## src/rtl/denoise_frame_sequencer.sv

```systemverilog
// Frame-level sequencer for the noise-estimation + Wiener denoising pipeline:
// noise pass over all blocks, then alternating stats/calc passes per block.
module denoise_frame_sequencer #(
    parameter int BLOCK_SIZE = 8,
    parameter int CNT_WIDTH  = 16
) (
    input  logic                 clk,
    input  logic                 rst_n,
    input  logic                 enable,
    input  logic [31:0]          blocks_per_frame,
    input  logic                 frame_ready_for_noise_est,
    input  logic                 rvalid,
    input  logic                 estimated_noise_ready,
    input  logic                 rvalid_2,
    input  logic                 end_of_frame_wiener,
    output logic                 noise_estimation_en,
    output logic                 start_of_frame_noise_estimation,
    output logic                 start_data_noise_est,
    output logic                 start_of_frame_wiener,
    output logic                 start_data_wiener,
    output logic                 wiener_block_stats_en,
    output logic                 wiener_calc_en,
    output logic                 busy,
    output logic                 frame_done,
    output logic [CNT_WIDTH-1:0] frame_count,
    output logic                 overrun,
    output logic                 seq_error
);

    localparam int SPB = BLOCK_SIZE * BLOCK_SIZE;
    localparam int BW  = (SPB > 1) ? $clog2(SPB) : 1;
    localparam logic [BW-1:0] LAST_BEAT = BW'(SPB - 1);

    typedef enum logic [2:0] {
        IDLE    = 3'd0,
        NE_SOF  = 3'd1,
        NE_RUN  = 3'd2,
        W_SOF   = 3'd3,
        W_STATS = 3'd4,
        W_CALC  = 3'd5,
        DONE    = 3'd6
    } state_t;

    state_t                 state_r;
    state_t                 state_s;
    logic [BW-1:0]          beat_cnt_r;
    logic [31:0]            blk_cnt_r;
    logic [31:0]            nblk_r;
    logic [CNT_WIDTH-1:0]   frame_count_r;
    logic                   overrun_r;
    logic                   seq_error_r;

    logic                   start_frame_s;
    logic                   zero_blk_s;
    logic                   last_beat_s;
    logic                   last_blk_s;
    logic                   final_beat_s;
    logic                   early_eof_s;

    assign start_frame_s = (state_r == IDLE) && enable && frame_ready_for_noise_est;
    assign zero_blk_s    = start_frame_s && (blocks_per_frame == 32'd0);
    assign last_beat_s   = rvalid_2 && (beat_cnt_r == LAST_BEAT);
    assign last_blk_s    = (blk_cnt_r == (nblk_r - 32'd1));
    assign final_beat_s  = (state_r == W_CALC) && last_beat_s && last_blk_s;
    // An end-of-frame on the final calc beat is the normal completion, not an error.
    assign early_eof_s   = end_of_frame_wiener && !final_beat_s &&
                           ((state_r == W_STATS) || (state_r == W_CALC));

    // State register
    always_ff @(posedge clk or negedge rst_n) begin
        if (!rst_n) begin
            state_r <= IDLE;
        end else begin
            state_r <= state_s;
        end
    end

    // Next-state decode
    always_comb begin
        state_s = state_r;
        case (state_r)
            IDLE: begin
                if (start_frame_s && !zero_blk_s) begin
                    state_s = NE_SOF;
                end else begin
                    state_s = IDLE;
                end
            end
            NE_SOF: state_s = NE_RUN;
            NE_RUN: begin
                if (estimated_noise_ready) begin
                    state_s = W_SOF;
                end else begin
                    state_s = NE_RUN;
                end
            end
            W_SOF: state_s = W_STATS;
            W_STATS: begin
                if (early_eof_s) begin
                    state_s = DONE;
                end else if (last_beat_s) begin
                    state_s = W_CALC;
                end else begin
                    state_s = W_STATS;
                end
            end
            W_CALC: begin
                if (early_eof_s || final_beat_s) begin
                    state_s = DONE;
                end else if (last_beat_s) begin
                    state_s = W_STATS;
                end else begin
                    state_s = W_CALC;
                end
            end
            DONE:    state_s = IDLE;
            default: state_s = IDLE;
        endcase
    end

    // Beat/block counters and latched block count; beat_cnt wraps modulo SPB
    always_ff @(posedge clk or negedge rst_n) begin
        if (!rst_n) begin
            beat_cnt_r <= '0;
            blk_cnt_r  <= 32'd0;
            nblk_r     <= 32'd0;
        end else begin
            case (state_r)
                IDLE: begin
                    if (start_frame_s) begin
                        nblk_r <= blocks_per_frame;
                    end
                end
                NE_SOF, W_SOF: begin
                    beat_cnt_r <= '0;
                    blk_cnt_r  <= 32'd0;
                end
                NE_RUN: begin
                    if (rvalid) begin
                        beat_cnt_r <= beat_cnt_r + BW'(1);
                    end
                end
                W_STATS: begin
                    if (rvalid_2) begin
                        beat_cnt_r <= beat_cnt_r + BW'(1);
                    end
                end
                W_CALC: begin
                    if (rvalid_2) begin
                        beat_cnt_r <= beat_cnt_r + BW'(1);
                        if (beat_cnt_r == LAST_BEAT) begin
                            blk_cnt_r <= blk_cnt_r + 32'd1;
                        end
                    end
                end
                default: begin
                    beat_cnt_r <= beat_cnt_r;
                end
            endcase
        end
    end

    // Sticky error flags and completed-frame counter
    always_ff @(posedge clk or negedge rst_n) begin
        if (!rst_n) begin
            overrun_r     <= 1'b0;
            seq_error_r   <= 1'b0;
            frame_count_r <= '0;
        end else begin
            if (frame_ready_for_noise_est && (state_r != IDLE)) begin
                overrun_r <= 1'b1;
            end
            if (zero_blk_s || early_eof_s) begin
                seq_error_r <= 1'b1;
            end
            if (state_r == DONE) begin
                frame_count_r <= frame_count_r + CNT_WIDTH'(1);
            end
        end
    end

    // The ready pulse arrives in NE_RUN and is absorbed in W_SOF, so the gate stays open there.
    assign noise_estimation_en             = (state_r == NE_SOF) || (state_r == NE_RUN) ||
                                             (state_r == W_SOF);
    assign start_of_frame_noise_estimation = (state_r == NE_SOF);
    assign start_data_noise_est            = (state_r == NE_RUN) && rvalid && (beat_cnt_r == '0);
    assign start_of_frame_wiener           = (state_r == W_SOF);
    assign start_data_wiener               = (state_r == W_STATS) && rvalid_2 && (beat_cnt_r == '0);
    assign wiener_block_stats_en           = (state_r == W_STATS);
    assign wiener_calc_en                  = (state_r == W_CALC);
    assign busy                            = (state_r != IDLE);
    assign frame_done                      = (state_r == DONE);
    assign frame_count                     = frame_count_r;
    assign overrun                         = overrun_r;
    assign seq_error                       = seq_error_r;

endmodule

```

## config.mk

```make
export PLATFORM = sky130hd
export DESIGN_NAME = denoise_frame_sequencer
export DESIGN_NICKNAME = d
export VERILOG_FILES = /design/src/rtl/denoise_frame_sequencer.sv
export SDC_FILE = /design/constraint.sdc
export NUM_CORES = 1
export LEC_CHECK = 0
export ABC_AREA = 1
export CAP_MARGIN = 20
export CORE_MARGIN = 1.5
export CORE_UTILIZATION = 34
export CTS_CLUSTER_SIZE = 25
export DETAILED_ROUTE_END_ITERATION = 10
export GPL_TIMING_DRIVEN = 0
export HOLD_SLACK_MARGIN = 0.12
export SETUP_SLACK_MARGIN = 0.5
export SLEW_MARGIN = 20
export SYNTH_ARGS = -nofsm -noshare
export SYNTH_HDL_FRONTEND = slang
export SYNTH_SLANG_ARGS = --single-unit
```

## constraint.sdc

```tcl
create_clock -name clk -period 2.58 [get_ports clk]
set_input_delay 0.387 -clock clk [delete_from_list [all_inputs] [get_ports clk]]
set_output_delay 0.387 -clock clk [all_outputs]
set_load 0.05 [all_outputs]
```

# [Word level (Yosys, flattened, before mapping)]
# Cells that the tools add are included.
# Widths: inputs -> output; s select.
[word_totals] in_bits=40 out_inout_bits=27 ff_bits=91
[op_classes] eq_ne=12 n_reduce_logical=32 muxes=13 addsub=4
[op_table] cell="$mux 32" n=2
[op_table] cell="$pmux 32 s2" n=1
[op_table] cell="$add 32x1->32 const B" n=1
[op_table] cell="$eq 32x32->1" n=1
[op_table] cell="$logic_not 32->1" n=1
[op_table] cell="$sub 32x1->32 const B" n=1
[op_table] cell="$pmux 3 s6" n=1
[op_table] cell="$pmux 6 s3" n=1
[op_table] cell="$add 16x1->16 const B" n=1
[op_table] cell="$logic_and 1x1->1" n=14
[op_table] cell="$mux 6" n=2
[op_table] cell="$eq 3x3->1 const B" n=3
[op_table] cell="$add 6x1->6 const B" n=1
[op_table] cell="$eq 3x2->1 const B" n=2
[op_table] cell="$eq 6x6->1 const B" n=1
[op_table] cell="$logic_not 6->1" n=1
[op_table] cell="$reduce_and 3->1" n=2
[op_table] cell="$reduce_bool 3->1" n=2
[op_table] cell="$logic_or 1x1->1" n=5
[op_table] cell="$mux 1" n=4
[op_table] cell="$mux 2" n=2
[op_table] cell="$ne 2x1->1 const B" n=2
[op_table] cell="$ne 2x2->1 const B" n=2
[op_table] cell="$reduce_or 2->1" n=2
[op_table] cell="5 further kinds" n=6

# [Longest topological paths before layout]
# Gate-level depths: netlist (run 1).
[depth] ltp_word=10 ltp_mapped=16

# [Least setup slack after synthesis (run 1)]
# Ideal clock, no wire load.
[synth_timing] path_kind="flip-flop to output port" startpoint="register state_r[1]" endpoint="output start_data_wiener" slack_ns=0.291 path_stages_with_launch=5 t_arrival_ns=1.902 n_path_buf=1 path_cell_list="dfrtp_1 buf_6 nor2_1 nand2_1 nor3_1"
[synth_between] elab_chain_cells=3
[synth_lines] element="start: declaration" line_no="44" source="state_t state_r;"
[synth_lines] element="start signal: assignment" line_no="74" source="state_r <= state_s;"
[synth_lines] element="$eq 3x3->1" line_no="188" source="assign start_data_wiener = (state_r == W_STATS) && rvalid_2 && (beat_cnt_r == '0);"
[synth_lines] element="$logic_and 1x1->1 (2 in series)" line_no="188"
[synth_lines] element="end: declaration" line_no="20" source="output logic start_data_wiener,"
# No other way between the ends.

# [Worst setup path after layout (run 1)]
[layout_timing] startpoint="register nblk_r[4]" endpoint="register seq_error_r, in the netlist seq_error"
[layout_between] elab_chain_cells=7
[layout_lines] element="start: declaration" line_no="48" source="logic [31:0] nblk_r;"
[layout_lines] element="start signal: assignment" line_no="131" source="nblk_r <= blocks_per_frame;"
[layout_lines] element="$sub 32x1->32" line_no="63" source="assign last_blk_s = (blk_cnt_r == (nblk_r - 32'd1));"
[layout_lines] element="$eq 32x32->1" line_no="63"
[layout_lines] element="$logic_and 1x1->1" line_no="64" source="assign final_beat_s = (state_r == W_CALC) && last_beat_s && last_blk_s;"
[layout_lines] element="$logic_not 1->1" line_no="66" source="assign early_eof_s = end_of_frame_wiener && !final_beat_s &&"
[layout_lines] element="$logic_and 1x1->1 (2 in series)" line_no="66"
[layout_lines] element="$logic_or 1x1->1" line_no="173" source="if (zero_blk_s || early_eof_s) begin"
[layout_lines] element="end signal: assignment" line_no="167" source="seq_error_r <= 1'b0;"
[layout_lines] element="end signal: assignment" line_no="174" source="seq_error_r <= 1'b1;"
[layout_lines] element="end: declaration" line_no="51" source="logic seq_error_r;"
# No other way between the ends.
# A chain may end at the register's enable or synchronous reset.

==> results.sh, run 1 <==
export IMPL_slew_violations=0
export IMPL_synth_seq_area_share_pct=37.88
export IMPL_drive_above_1_share_pct=12.88
export IMPL_clk_pin_slew_ps=70
export IMPL_clock_path_buffers=2
export IMPL_yosys_top_cells_area="dfrtp_1 38%, nand2_1 13%, inv_1 7.1%, nor2_1 6.7%, xor2_1 6.0%"
export IMPL_cts_sinks=91
export IMPL_core_rowCount=48
export IMPL_rsz0062_at_grt="yes"
export IMPL_grt_overflow=0
export IMPL_cts_tree="built"
export IMPL_place_detailed_hpwl_um=12860
export IMPL_setup_viol=0
export IMPL_cts_root_buf="clkbuf_16"
export IMPL_routed_wl_um=16880
export IMPL_synth_edf_count=0
export IMPL_cp_required_ps=2830
export IMPL_first_pass_iters=7
export IMPL_rr_worst_depth=12
export IMPL_fin_crit_sh_pct=78.55
export IMPL_cts_buffers=9
export IMPL_portBuffers=66
export IMPL_finalHoldViolCount=0
export IMPL_pwr_density_cell_nw_per_um2=821.1
export IMPL_outcome="completed"
export IMPL_start_util_pct=34.76
export IMPL_drv_cap=0
export IMPL_die_area_um2=18490
export IMPL_syn_to_final_growth_pct=28.53
export IMPL_track_usage_pct=19.02
export IMPL_grt_max_degree=55
export IMPL_endpoint_kind="flip-flop"
export IMPL_r2r_start="nblk_r[4]"
export IMPL_skew_ps=10.03
export IMPL_async_flop_share_pct=100.0
export IMPL_ys_seq_elements=91
export IMPL_core_area_um2=17300
export IMPL_worstPathMaxFanout=7
export IMPL_synth_most_common_cell="nand2_1"
export IMPL_antenna_found_initial=0
export IMPL_syn_num_nets=892
export IMPL_insertion_delay_ps=350
export IMPL_synth_avg_cell_area_um2=7.098
export IMPL_slowest_delay_ps=460
export IMPL_drtAntennaViolNets=0
export IMPL_viasPerCell=4.919
export IMPL_r2r_end="seq_error"
export IMPL_grt_pass1_wl_um=27080
export IMPL_worst_setup_path_type="reg2reg"
export IMPL_post_route_min_period_ps=2026
export IMPL_startpoint_type="flip-flop"
export IMPL_yosys_warnings=0
export IMPL_die_x_um=136.0
export IMPL_crit_slowest_cell="dfrtp_1"
export IMPL_syn_area_um2=6012
export IMPL_synthDistinctLibCells=41
export IMPL_synthCells=847
export IMPL_yosys_area_top_type="dfrtp_1"
export IMPL_die_h_um=136.0
export IMPL_n_fill_cell=1764
export IMPL_leakagePower_nw=3.476
export IMPL_ios=67
export IMPL_fin_util_pct=44.68
export IMPL_worstMarginPinSlew_ps=503.3
export IMPL_synth_commonest_cells="214 x nand2_1, 113 x inv_1, 107 x nor2_1"
export IMPL_worstPathArrival_ps=2270
export IMPL_n_antenna_cell=0
export IMPL_slew_headroom_pct=66.34
export IMPL_final_nets=995
export IMPL_critPathCapture="seq_error"
export IMPL_holdCritPathClass="reg2reg"
export IMPL_place_area_um2=6993
export IMPL_place_gp_congestion=0.9123
export IMPL_vias=5805
export IMPL_route_detailed_drc=0
export IMPL_crit_start="nblk_r[4]"
export IMPL_peakVddDrop_mv=0.3687
export IMPL_ys_flop_type="dfrtp_1"
export IMPL_fmax_mhz=493.5
export IMPL_synth_top_area_share_pct=37.88
export IMPL_htreeDepth=3
export IMPL_path_cells="nor2_2, nand3_2, nor2_4, nand3_1, nand2_1, nand2_1, nor2_1, nand3_1, nor2_4, nand3_2, nand3b_1, nand2_1"
export IMPL_grt_pass1_vias=5326
export IMPL_drt_iter0_markers=310
export IMPL_wl_per_cell_um=14.30
export IMPL_cp_common_cell="nand2_1"
export IMPL_ff2ff_setup_slack_ps=550
export IMPL_design_area_um2=7727
[critical path: cells and delay by family, from the launching register on]
family | cells | cell delay [ps]
simple gates | 12 | 1470
flops | 1 | 460
[final cells by class]
cell class	instances	area [um2]	area share, %
multi-input cells	620	3465	44.83
flip-flops and latches	91	2285	29.57
repair buffers	91	868.3	11.24
inverters	118	459.2	5.942
well taps	225	281.5	3.643
clock buffers	13	250.2	3.238
plain buffers	19	96.34	1.247
clock inverters	3	22.52	0.2915
[per-layer routing]
layer / share of wire [%] / global-route usage (%) / up-vias / wire, um
li1: - / - / 2935 / -
met1: 46 / 25.22 / 2745 / 7839
met2: 48 / 31.61 / 103 / 8039
met3: 4.0 / 3.393 / 22 / 680
met4: 1.9 / 5.733 / 0 / 316
met5: 0 / 0 / - / 0
[flip-flops by register name (all words and copies together), names as in the netlist]
register	cells
blk_cnt_r	32
nblk_r	32
frame_count	16
beat_cnt_r	6
state_r	3
overrun	1
seq_error	1
[cell families after synthesis]
family                     after synthesis  share of synthesized area [%]
buffers and inverters                  137                          8.845
xor gates and xnor gates                69                          10.05
adders and majority gates                5                          1.041
DFF                                     91                          37.88
and+or+nand+nor                        447                          32.40
AOI/OAI and AO/OA                       98                          9.782
[per-stage QoR]
step / std cells / hold slack, ps / setup slack [ps] / total power (W) / setup TNS [ps]
final: 1180 / 466.1 / 553.5 / 0.006345 / 0
after global routing: 1180 / 494.7 / 421.7 / 0.006794 / 0
after CTS: 1163 / 468.3 / 398.0 / 0.006153 / 0
after detailed placement: 1139 / 328.6 / -157.7 / 0.004725 / -544.7
after global placement: 1138 / 448.2 / -2476 / 0.004690 / -225250
after floorplan: 847 / 91.41 / 434.4 / 0.003939 / 0
[how the worst min path moves through the flow]
stage / startpoint / slack [ps] / endpoint / cells after the start
3_3_place_gp: overrun / 450 / overrun / 1
5_1_grt: overrun / 490 / overrun / 1
3_5_place_dp: rst_n / 330 / blk_cnt_r[26] / 1
2_1_floorplan: rst_n / 90 / beat_cnt_r[0] / 0
4_1_cts: overrun / 470 / overrun / 1
6_report: overrun / 470 / overrun / 1
[layout by cell type, fill, tap and decap left out, drive strengths merged, types with 2 or more instances in the layout]
master and instances:
nand3 43, o31ai 16, ha 5, clkdlybuf4s50 55, clkbuf 28, nor3 33, clkinv 2, xnor2 28
nand3b 8, dfrtp 91, a211oi 3, dlygate4sd2 2, o21bai 5, nand4 29, nor4 3, o21ai 56
buf 35, a21oi 12, xor2 41, nor2 113, nand2 214, and2 2, a31oi 2, inv 119
[power breakdown]
| group | switching, W | leakage, nW | internal, W | total [W] |
|---|---|---|---|---|
| sequential | 0.000438 | 1.20 | 0.00174 | 0.00218 |
| combinational | 0.00183 | 2.15 | 0.00110 | 0.00293 |
| clock | 0.000551 | 0.134 | 0.000684 | 0.00124 |
| total | 0.00282 | 3.48 | 0.00353 | 0.00635 |
[what timing repair did]
item | CTS | global route
setup endpoints to repair | 55 | 53
endpoints found under the hold margin | 37 | 0
cloned | 0 | 1
hold buffers | 1 | 0
setup buffers | 7 | 16
gates resized for setup | 64 | 60
pin swaps | 4 | 15
Note: power is estimated with default switching activity, not from simulation.
==> inputs of run 2 (changes only) <==
Clock period 2.58 ns to 1.8 ns, I/O delays scaled along.
==> results.sh, run 2 (same netlist as run 1, synthesis figures left out) <==
export IMPL_clock_path_buffers=2
export IMPL_die_h_um=136.0
export IMPL_route_detailed_drc=0
export IMPL_p_clk_share_pct=19.3
export IMPL_grt_pass1_vias=6338
export IMPL_rsz0062_at_grt="yes"
export IMPL_viasPerCell=5.071
export IMPL_syn_to_final_growth_pct=62.25
export IMPL_grt_pass1_wl_um=31650
export IMPL_intPower_w=0.006733
export IMPL_r2r_end="state_r[0]"
export IMPL_htreeDepth=3
export IMPL_startpoint_type="flip-flop"
export IMPL_cts_root_buf="clkbuf_16"
export IMPL_slew_headroom_pct=58.58
export IMPL_ff2ff_setup_slack_ps=-250
export IMPL_final_setup_tns_ps=-3254
export IMPL_place_detailed_hpwl_um=12940
export IMPL_portBuffers=66
export IMPL_place_ws_ps=-761.5
export IMPL_drtAntennaViolNets=0
export IMPL_grt_max_degree=52
export IMPL_insertion_delay_ps=360
export IMPL_routed_wl_um=20160
export IMPL_place_gp_congestion=0.9039
export IMPL_worst_setup_path_type="reg2reg"
export IMPL_core_rowCount=48
export IMPL_clk_pin_slew_ps=70
export IMPL_n_antenna_cell=0
export IMPL_p_sw_w=0.005089
export IMPL_core_area_um2=17300
export IMPL_track_usage_pct=21.96
export IMPL_worstPathMaxFanout=4
export IMPL_finalHoldViolCount=0
export IMPL_wl_per_cell_um=16.01
export IMPL_rr_worst_depth=14
export IMPL_seqPwrFrac_pct=27.4
export IMPL_switching_share_pct=43.05
export IMPL_fin_crit_sh_pct=113.9
export IMPL_antenna_found_initial=0
export IMPL_cp_required_ps=2100
export IMPL_start_util_pct=34.76
export IMPL_first_pass_iters=5
export IMPL_fmax_mhz=487.8
export IMPL_outcome="finished with violations"
export IMPL_slew_violations=0
export IMPL_worstPathArrival_ps=2350
export IMPL_layout_commonest_cell="nand2_1"
export IMPL_regArea_um2=2312
export IMPL_vias=6384
export IMPL_pwr_density_cell_nw_per_um2=1212
export IMPL_grt_overflow=0
export IMPL_final_cell_mix="165 x nand2_1, 97 x inv_1, 68 x nor2_1"
export IMPL_setup_viol=35
export IMPL_r2r_start="nblk_r[1]"
export IMPL_peakVddDrop_mv=0.7485
export IMPL_n_fill_cell=1514
export IMPL_combinationalPowerShare_pct=53.3
export IMPL_ios=67
export IMPL_cts_sinks=91
export IMPL_endpoint_kind="flip-flop"
export IMPL_p_total_w=0.01182
export IMPL_leakagePower_nw=4.351
export IMPL_die_x_um=136.0
export IMPL_fin_ws_ps=-250.2
export IMPL_skew_ps=9.196
export IMPL_holdCritPathClass="in2async"
export IMPL_post_route_min_period_ps=2050
export IMPL_drive_above_1_share_pct=40.23
export IMPL_multi_input_area_um2=4348
export IMPL_placed_cells=1139
export IMPL_violations="setup timing"
export IMPL_stdcell_count=1259
export IMPL_worstMarginPinSlew_ps=619.7
export IMPL_drv_cap=0
export IMPL_cts_tree="built"
export IMPL_drt_iter0_markers=382
export IMPL_cts_buffers=9
export IMPL_final_nets=1074
export IMPL_die_area_um2=18490
[run 2: cell count changes in the layout (fill, tap and decap cells not counted), moves of 22 or more]
cell	delta
o21ai_0	-43
nand2_2	+29
dfrtp_2	+22
nand2_1	-48
buf_6	+41
buf_4	+42
o21ai_2	+24
dfrtp_1	-22
[run 2: stage by stage]
stage	hold slack, ps	instance area, um2	utilization (%)
global route	442.7	9754	56.39
CTS	396.8	9196	53.17
finish	384.7	9754	56.39
detailed placement	218.2	7129	41.22
global placement	450.3	7101	41.05
floorplan	-25.59	6158	-
[run 2: worst max-delay path, stage by stage (launching register included)]
cell and delay (ps):
dfrtp_1 400, inv_2 90, ha_4 150, nand3_4 110
nor2_4 210, nand3_2 130, nor2_1 110, nand2_1 60
nand2_1 120, nand3b_1 110, nor2_1 140, nand3_2 130
nand2_1 100, nand2_1 50, nand2_1 70
[run 2: routing by layer]
| layer | wire length, um | vias up | track usage (%) |
|---|---|---|---|
| met5 | 0 | - | 0 |
| met1 | 8463 | 3053 | 26.60 |
| li1 | - | 3101 | - |
| met2 | 10030 | 181 | 37.76 |
| met4 | 780 | 0 | 9.634 |
| met3 | 882 | 49 | 4.362 |
[run 2: area by class of cell]
| cell class | count | share of cell area, % |
|---|---|---|
| Multi-Input combinational cell | 620 | 44.57 |
| Sequential cell | 91 | 23.70 |
| Timing Repair Buffer | 170 | 17.47 |
| Inverter | 118 | 4.913 |
| Tap cell | 225 | 2.886 |
| Buffer | 19 | 2.860 |
| Clock buffer | 9 | 2.309 |
| Clock inverter | 7 | 1.283 |
[run 2: worst max-delay path by stage]
stage	end	depth (start not counted)	startpoint	slack [ps]
6_report	state_r[0]	14	nblk_r[1]	-250
5_1_grt	state_r[0]	15	nblk_r[15]	-410
3_3_place_gp	frame_count[2]	1	rst_n	-3490
2_1_floorplan	blk_cnt_r[11]	11	state_r[1]	-350
3_5_place_dp	state_r[0]	8	blocks_per_frame[14]	-760
4_1_cts	seq_error	14	nblk_r[1]	-160
[run 2: power by group through the flow]
stage | clock network (W) | logic, W | registers [W]
3_3_place_gp | 0 | 0.00376 | 0.00309
3_5_place_dp | 0 | 0.00381 | 0.00309
5_1_grt | 0.00240 | 0.00681 | 0.00330
4_1_cts | 0.00231 | 0.00556 | 0.00315
6_report | 0.00228 | 0.00630 | 0.00324
2_1_floorplan | 0 | 0.00275 | 0.00305
[run 2: what timing repair did]
action / 4_1_cts / 5_1_grt
pin swaps: 56 / 30
buffers inserted: 68 / 27
gates resized for setup: 477 / 99
setup endpoints to repair: 115 / 105
gates cloned: 7 / 1
hold buffers: 1 / 0
hold endpoints to repair: 40 / 0
==> inputs of run 3 (changes only) <==
Settings changed: PLACE_DENSITY from default to 0.51.
==> results.sh, run 3 (same netlist as run 1, synthesis figures left out) <==
export IMPL_viasPerCell=4.965
export IMPL_pwr_density_cell_nw_per_um2=1185
export IMPL_core_area_um2=17300
export IMPL_die_x_um=136.0
export IMPL_n_fill_cell=1538
export IMPL_layout_commonest_cell="nand2_1"
export IMPL_holdCritPathClass="in2async"
export IMPL_routed_top_layer="met4"
export IMPL_htreeDepth=3
export IMPL_portBuffers=66
export IMPL_cp_required_ps=2040
export IMPL_antenna_found_initial=0
export IMPL_drt_iter0_markers=310
export IMPL_place_ws_ps=-964.9
export IMPL_slew_violations=0
export IMPL_violations="setup timing"
export IMPL_wl_per_cell_um=16.10
export IMPL_vias=6300
export IMPL_design_area_um2=9965
export IMPL_fin_util_pct=57.61
export IMPL_place_area_um2=7129
export IMPL_fin_crit_sh_pct=116.8
export IMPL_drv_cap=0
export IMPL_final_setup_tns_ps=-4340
export IMPL_worstMarginPinSlew_ps=420.1
export IMPL_wl_met2_um=10100
export IMPL_setup_viol=55
export IMPL_die_h_um=136.0
export IMPL_first_pass_iters=5
export IMPL_core_rowCount=48
export IMPL_drive_above_1_share_pct=42.05
export IMPL_outcome="finished with violations"
export IMPL_n_antenna_cell=0
export IMPL_cts_tree="built"
export IMPL_place_detailed_hpwl_um=13540
export IMPL_drtAntennaViolNets=0
export IMPL_slew_headroom_pct=71.87
export IMPL_final_cell_mix="153 x nand2_1, 97 x inv_1, 69 x dfrtp_1"
export IMPL_fin_ws_ps=-301.5
export IMPL_startpoint_type="flip-flop"
export IMPL_ios=67
export IMPL_wl_met1_um=8956
export IMPL_worstPathMaxFanout=4
export IMPL_worst_setup_path_type="reg2reg"
export IMPL_finalHoldViolCount=0
export IMPL_leakagePower_nw=4.445
export IMPL_met3WireLength_um=678
export IMPL_syn_to_final_growth_pct=65.74
export IMPL_insertion_delay_ps=350
export IMPL_track_usage_pct=21.55
export IMPL_routed_wl_um=20430
export IMPL_grt_pass1_wl_um=30620
export IMPL_clock_path_buffers=2
export IMPL_cts_root_buf="clkbuf_16"
export IMPL_cts_buffers=9
export IMPL_grt_max_degree=69
export IMPL_start_util_pct=34.76
export IMPL_worstPathArrival_ps=2340
export IMPL_post_route_min_period_ps=2102
export IMPL_grt_pass1_vias=6006
export IMPL_die_area_um2=18490
export IMPL_cts_sinks=91
export IMPL_fmax_mhz=475.8
export IMPL_clk_pin_slew_ps=70
export IMPL_route_detailed_drc=0
export IMPL_place_gp_congestion=0.9241
export IMPL_rsz0062_at_grt="yes"
export IMPL_holdWs_ps=329.0
export IMPL_grt_overflow=0
export IMPL_skew_ps=6.767
export IMPL_final_nets=1084
export IMPL_peakVddDrop_mv=0.6928
export IMPL_endpoint_kind="flip-flop"
-- run 3: cell count changes in the layout (fill, tap and decap cells not counted), moves of 5 or more --
cell / change
dfrtp_1: +6
buf_6: +13
buf_8: +7
nand2_4: +8
dfrtp_2: -6
a21oi_2: +6
a21oi_1: -6
clkbuf_4: -5
nand2_1: -12
-- run 3: critical path, cell delays in order (launching register included) --
cell      delay (ps)
dfrtp_1          480
inv_1            180
nand3_4          130
nor2_4           220
buf_6            120
nand2_2           70
nor2_2           110
nand2_1           50
nand2_1           80
nand3_2          100
nor2_4           160
nand3_4          100
nand3b_1         110
nand2_1           70
-- run 3: layer usage --
| layer | vias to the layer above | track usage (%) |
|---|---|---|
| met2 | 129 | 36.83 |
| met1 | 3020 | 26.84 |
| met3 | 37 | 3.990 |
| met4 | 0 | 8.570 |
| met5 | - | 0 |
| li1 | 3114 | - |
-- run 3: timing repair --
action	in CTS	in global routing
pin swaps	49	43
setup buffers	62	43
resized for setup	448	181
hold buffers	1	0
setup endpoints to repair	116	105
gates cloned	5	3
endpoints found under the hold margin	27	0
-- run 3: final timing paths --
| kind | slack (ps) | start | endpoint | cells past startpoint |
|---|---|---|---|---|
| max in group asynchronous | 820 | rst_n | frame_count[11] | 3 |
| max | -300 | nblk_r[3] | seq_error | 13 |
| min reg2reg | 450 | overrun | overrun | 1 |
| min | 330 | rst_n | nblk_r[4] | 2 |
| min in group clk | 450 | overrun | overrun | 1 |
| max reg2reg | -300 | nblk_r[3] | seq_error | 13 |
-- run 3: layout make-up --
class	count	area, um2	share of cell area, %
buffer	19	265.3	2.662
clock buffer	11	252.7	2.536
clock inverter	5	60.06	0.6027
inverter	118	479.2	4.809
multi-input combinational	620	4477	44.93
sequential	91	2305	23.13
tap	225	281.5	2.825
timing repair buffer	179	1833	18.40
timing repair inverter	1	11.26	0.1130
-- run 3: power by group --
part           internal (W)  switching [W]
sequential          0.00250       0.000739
combinational       0.00300        0.00354
clock               0.00116       0.000866
total               0.00666        0.00515
-- run 3: through the flow --
| stage | total power, W | std cells |
|---|---|---|
| CTS | 0.01068 | 1223 |
| finish | 0.01181 | 1269 |
| global route | 0.01253 | 1269 |
| global placement | 0.006932 | 1138 |
| detailed placement | 0.006949 | 1139 |
| floorplan | 0.005804 | 847 |
